### config.mk
export PLATFORM = sky130hd
export DESIGN_NAME = mem_arbiter
export DESIGN_NICKNAME = d
export VERILOG_FILES = /design/src/rtl/mem_arbiter_pkg.sv /design/src/rtl/mem_arbiter.sv
export SDC_FILE = /design/constraint.sdc
export NUM_CORES = 1
export LEC_CHECK = 0
export ABC_AREA = 1
export BUFFER_PORTS_ARGS = -buffer_cell sky130_fd_sc_hd__buf_4
export CAP_MARGIN = 25
export CORE_MARGIN = 8
export CORE_UTILIZATION = 53
export CTS_CLUSTER_DIAMETER = 60
export DETAILED_ROUTE_END_ITERATION = 16
export MAX_ROUTING_LAYER = met4
export PLACE_DENSITY = 0.8
export SLEW_MARGIN = 0
export SYNTH_ARGS = -nofsm -noshare
export SYNTH_HDL_FRONTEND = slang
export SYNTH_SLANG_ARGS = --single-unit
### constraint.sdc
create_clock -name clk -period 5.2 [get_ports clk]
set_input_delay 0.78 -clock clk [delete_from_list [all_inputs] [get_ports clk]]
set_output_delay 0.78 -clock clk [all_outputs]
set_load 0.05 [all_outputs]
### src/rtl/mem_arbiter_pkg.sv
// Shared types and helpers for the byte-serial memory arbiter.
package mem_arbiter_pkg;

  // Arbiter FSM states.
  typedef enum logic [1:0] {
    ST_IDLE   = 2'd0,
    ST_IF_RD  = 2'd1,
    ST_MEM_RD = 2'd2,
    ST_MEM_WR = 2'd3
  } arb_state_t;

  // mem_len encodings; any value with bit 1 set selects a word.
  localparam logic [1:0]  LEN_B     = 2'b00;
  localparam logic [1:0]  LEN_H     = 2'b01;
  localparam logic [1:0]  LEN_W     = 2'b10;
  localparam logic [31:0] ZERO_WORD = '0;

  // Index of the final byte of a MEM transaction of the given length.
  function automatic logic [1:0] last_byte_idx(input logic [1:0] len);
    logic [1:0] idx;
    idx = 2'd3;
    case (len)
      LEN_B:   idx = 2'd0;
      LEN_H:   idx = 2'd1;
      default: idx = 2'd3;
    endcase
    return idx;
  endfunction

  // Extract byte idx of a little-endian word.
  function automatic logic [7:0] get_byte(input logic [31:0] word, input logic [1:0] idx);
    return word[{idx, 3'b000} +: 8];
  endfunction

  // Replace byte idx of a little-endian word.
  function automatic logic [31:0] put_byte(input logic [31:0] word, input logic [1:0] idx,
                                           input logic [7:0] b);
    logic [31:0] w;
    w = word;
    w[{idx, 3'b000} +: 8] = b;
    return w;
  endfunction

endpackage

### src/rtl/mem_arbiter.sv
// Byte-serial arbiter sharing one RAM port between instruction fetch and data access.
// Non-preemptive; MEM wins when both request in IDLE. Reads assemble bytes
// little-endian into a shared buffer, which also holds store data for writes.
module mem_arbiter
  import mem_arbiter_pkg::*;
#(
  parameter int unsigned ADDR_W = 32,
  parameter int unsigned IF_LEN = 4
) (
  input  logic              clk,
  input  logic              rst,
  input  logic              if_req,
  input  logic [ADDR_W-1:0] if_addr,
  input  logic              flush,
  output logic              if_done,
  output logic [31:0]       if_data,
  input  logic              mem_req,
  input  logic              mem_we,
  input  logic [1:0]        mem_len,
  input  logic [ADDR_W-1:0] mem_addr,
  input  logic [31:0]       mem_wdata,
  output logic              mem_done,
  output logic [31:0]       mem_rdata,
  output logic              if_busy,
  output logic              mem_busy,
  output logic [ADDR_W-1:0] ram_addr,
  output logic              ram_wr,
  output logic [7:0]        ram_din,
  input  logic [7:0]        ram_dout
);

  localparam logic [1:0] IF_LAST = 2'(IF_LEN - 1);

  arb_state_t        state_q, state_d;
  logic [ADDR_W-1:0] base_q;
  logic [1:0]        last_q;
  logic [1:0]        cnt_q;
  logic [31:0]       buf_q;
  logic [31:0]       rd_word;
  logic              if_done_q, mem_done_q;
  logic [31:0]       if_data_q, mem_rdata_q;
  logic              grant_mem, grant_if;
  logic              byte_act, rd_act;
  logic              finish, abort;

  // State register.
  always_ff @(posedge clk or posedge rst) begin
    if (rst) state_q <= ST_IDLE;
    else     state_q <= state_d;
  end

  // Grant decision and per-byte sequencing. A requester whose done pulse is
  // still visible keeps req high that cycle, so it is excluded from the grant.
  always_comb begin
    state_d   = state_q;
    grant_mem = 1'b0;
    grant_if  = 1'b0;
    byte_act  = 1'b0;
    rd_act    = 1'b0;
    finish    = 1'b0;
    abort     = 1'b0;
    case (state_q)
      ST_IDLE: begin
        if (mem_req && !mem_done_q) begin
          grant_mem = 1'b1;
          state_d   = mem_we ? ST_MEM_WR : ST_MEM_RD;
        end else if (if_req && !if_done_q && !flush) begin
          grant_if = 1'b1;
          state_d  = ST_IF_RD;
        end
      end
      ST_IF_RD: begin
        byte_act = 1'b1;
        rd_act   = 1'b1;
        // flush outranks completion, even on the final byte
        if (flush) begin
          abort   = 1'b1;
          state_d = ST_IDLE;
        end else if (cnt_q == last_q) begin
          finish  = 1'b1;
          state_d = ST_IDLE;
        end
      end
      ST_MEM_RD: begin
        byte_act = 1'b1;
        rd_act   = 1'b1;
        if (cnt_q == last_q) begin
          finish  = 1'b1;
          state_d = ST_IDLE;
        end
      end
      ST_MEM_WR: begin
        byte_act = 1'b1;
        if (cnt_q == last_q) begin
          finish  = 1'b1;
          state_d = ST_IDLE;
        end
      end
      default: state_d = ST_IDLE;
    endcase
  end

  // Buffer with the current RAM byte merged in at the active position.
  assign rd_word = put_byte(buf_q, cnt_q, ram_dout);

  // RAM port: driven only during active byte cycles, zero otherwise.
  always_comb begin
    ram_addr = '0;
    ram_wr   = 1'b0;
    ram_din  = '0;
    if (byte_act) ram_addr = base_q + ADDR_W'(cnt_q);
    if (state_q == ST_MEM_WR) begin
      ram_wr  = 1'b1;
      ram_din = get_byte(buf_q, cnt_q);
    end
  end

  // Transaction datapath: latch request at grant, then step byte counter.
  always_ff @(posedge clk or posedge rst) begin
    if (rst) begin
      base_q <= '0;
      last_q <= '0;
      cnt_q  <= '0;
      buf_q  <= ZERO_WORD;
    end else if (grant_mem) begin
      base_q <= mem_addr;
      last_q <= last_byte_idx(mem_len);
      cnt_q  <= '0;
      buf_q  <= mem_we ? mem_wdata : ZERO_WORD;
    end else if (grant_if) begin
      base_q <= if_addr;
      last_q <= IF_LAST;
      cnt_q  <= '0;
      buf_q  <= ZERO_WORD;
    end else if (finish || abort) begin
      cnt_q <= '0;
      buf_q <= ZERO_WORD;
    end else if (byte_act) begin
      cnt_q <= cnt_q + 2'd1;
      if (rd_act) buf_q <= rd_word;
    end
  end

  // Completion: one-cycle done pulses and held result words.
  always_ff @(posedge clk or posedge rst) begin
    if (rst) begin
      if_done_q   <= 1'b0;
      mem_done_q  <= 1'b0;
      if_data_q   <= ZERO_WORD;
      mem_rdata_q <= ZERO_WORD;
    end else begin
      if_done_q  <= 1'b0;
      mem_done_q <= 1'b0;
      if (finish) begin
        case (state_q)
          ST_IF_RD: begin
            if_done_q <= 1'b1;
            if_data_q <= rd_word;
          end
          ST_MEM_RD: begin
            mem_done_q  <= 1'b1;
            mem_rdata_q <= rd_word;
          end
          ST_MEM_WR: mem_done_q <= 1'b1;
          default: ;
        endcase
      end
    end
  end

  assign if_done   = if_done_q;
  assign mem_done  = mem_done_q;
  assign if_data   = if_data_q;
  assign mem_rdata = mem_rdata_q;
  assign if_busy   = if_req & ~if_done_q;
  assign mem_busy  = mem_req & ~mem_done_q;

endmodule

==> flow_metrics.env <==
export IMPL_status="finished clean"
export IMPL_maxSlewHeadroom_pct=35.1
export IMPL_synth_area_leaders="dfrtp_1 42%, nand2_1 23%, nor2_1 6.1%"
export IMPL_syn_nets=1314
export IMPL_cts_hold_buffers=0
export IMPL_slew_viol_final=0
export IMPL_area_delta_synth_final_pct=26.8
export IMPL_setup_viol=0
export IMPL_first_iter_violations=829
export IMPL_startpoint_type="flip-flop"
export IMPL_ir_drop_mv=0.389
export IMPL_cts_buffers=17
export IMPL_initial_utilization_pct=53.8
export IMPL_fin_cells=1582
export IMPL_dieWidth_microns=140
export IMPL_fin_crit_sh_pct=69.2
export IMPL_syn_instance_count=1189
export IMPL_clk_path_buf_depth=2
export IMPL_ys_seq_area_share_pct=41.9
export IMPL_hp_class="input port to async pin"
export IMPL_dr_pass1_iters=5
export IMPL_holdWs_ns=0.486
export IMPL_period_needed_ns=3.60
export IMPL_end_kind="output port"
export IMPL_vias=8706
export IMPL_p_leak_nw=5.55
export IMPL_synth_area_leader_cell="dfrtp_1"
export IMPL_routed_via_density=5.50
export IMPL_place_ws_ns=2.07
export IMPL_final_common_cell="nand2_1"
export IMPL_clk_pin_slew_ns=0.06
export IMPL_finClkSkew_ns=0.00576
export IMPL_track_usage_pct=28.4
export IMPL_crit_fanout=38
export IMPL_dp_cells=1550
export IMPL_fin_nets=1506
export IMPL_ant_nets=0
export IMPL_drc=0
export IMPL_synth_top_area_share_pct=41.9
export IMPL_gp_congestion=0.947
export IMPL_rows=45
export IMPL_wl_per_cell_microns=17.1
export IMPL_hold_violations=0
export IMPL_postRouteWirelength_microns=27000
export IMPL_postSynthAreaPerCell_sq_um=6.83
export IMPL_maxCapViolations=0
export IMPL_worstPathRequired_ns=4.42
export IMPL_cts_root_buf="clkbuf_16"
export IMPL_insertedDiodeCount=0
export IMPL_cts_max_level=4
export IMPL_cts_setup_buffers=0
export IMPL_ys_ff_latch=136
export IMPL_clock_sinks=136
export IMPL_finalSetupTns_ns=0
export IMPL_worstSetupPathType="flip-flop to output port"
export IMPL_utilization_pct=68.2
export IMPL_rsz0062_at_grt="false"
export IMPL_gr_total_overflow=0
export IMPL_synth_cell_types=30
export IMPL_antenna_found_initial=0
export IMPL_crit_arrival_ns=2.82
export IMPL_tightest_slew_ns=0.973
export IMPL_cts_tree="yes"
export IMPL_fin_ws_ns=1.60
export IMPL_final_cell_mix="496 x nand2_1, 228 x buf_4, 136 x dfrtp_1"
export IMPL_fmaxAchievable_mhz=278
export IMPL_die_h_microns=140
export IMPL_portBuffers=220
export IMPL_die_area_sq_um=19500
export IMPL_drive_gt1_share_pct=20.7
export IMPL_grt_max_degree=90
export IMPL_ys_warn_count=0
export IMPL_grt_pass1_vias=8139
export IMPL_p_per_area_nw_per_um2=724
export IMPL_clock_latency_ns=0.43
export IMPL_dp_final_hpwl_microns=19800
export IMPL_ff2ff_path_depth=9
export IMPL_pin_count=221
export IMPL_cts_resized_gates=0
export IMPL_syn_area_sq_um=8120
export IMPL_core_sq_um=15100
export IMPL_grt_pass1_wl_microns=43600
final cells by class:
type / instances / area, sq um
fillers: 1347 / 4790
multi-input cells: 908 / 4030
flip-flops and latches: 136 / 3400
repair buffers: 228 / 1710
clock buffers: 20 / 457
inverters: 90 / 343
well taps: 188 / 235
clock inverters: 12 / 115
worst paths after layout:
path | from | end | slack (ns)
min in group clk | if_data[20] | if_data[20] | 0.49
hold / removal | rst | mem_rdata[21] | 0.49
hold reg to reg | if_data[20] | if_data[20] | 0.49
setup reg to reg | state_q[0] | mem_rdata[25] | 2.10
setup / recovery | cnt_q[0] | ram_addr[20] | 1.60
max in group asynchronous | rst | if_data[29] | 3.59
flip-flops by register name, summed over array words and instances (netlist names):
register,cells
mem_rdata,32
state_q,2
mem_done,1
base_q,32
buf_q,32
last_q,2
if_done,1
cnt_q,2
if_data,32
power by group:
| part | switching, mW | internal [mW] | total [mW] |
|---|---|---|---|
| Combinational | 3.17 | 1.20 | 4.37 |
| Clock | 0.490 | 0.689 | 1.18 |
| Sequential | 0.414 | 1.49 | 1.90 |
per-stage QoR:
step	area (sq um)	power, mW
finish	10300	7.45
global route	10300	7.91
CTS	10300	7.44
detailed placement	9720	6.24
global placement	9720	6.19
floorplan	8120	5.02
cell families (layout without fill, tap and decap cells):
family / Yosys count / in the layout / share of synthesized area (%)
flops: 136 / 136 / 41.9
simple gates: 733 / 733 / 36.3
xor+xnor: 4 / 4 / 0.431
buf+inv: 145 / 350 / 8.46
compound gates: 158 / 158 / 10.8
fa+ha+maj: 13 / 13 / 2.10
Yosys cell counts (all sizes together):
cell type  instances
nand2            504
nor2             138
dfrtp            136
o21ai             94
inv               88
nand3             66
buf               39
a31oi             34
a21oi             27
clkbuf            16
nand4             13
ha                12
nor3              12
xor2               4
clkinv             2
a22oi              1
fa                 1
o21a               1
o22ai              1
critical path, cell delays in order (launching register included):
cell	delay, ns
dfrtp_1	0.32
buf_4	0.33
ha_1	0.25
fa_1	0.20
nand2_1	0.10
nor2_2	0.22
nand3_1	0.18
nor2_2	0.23
nand3_1	0.13
nand2_1	0.09
nand2_1	0.04
nor2_1	0.11
buf_4	0.21
per-layer routing:
metal	share of wire, %	global-route usage (%)	wire length (microns)
met1	44	38.2	11900
met2	45	41.8	12100
met3	8.0	5.57	2150
met4	3.0	10.7	802
met5	0	-	0
(Power assumes the default switching activity.)
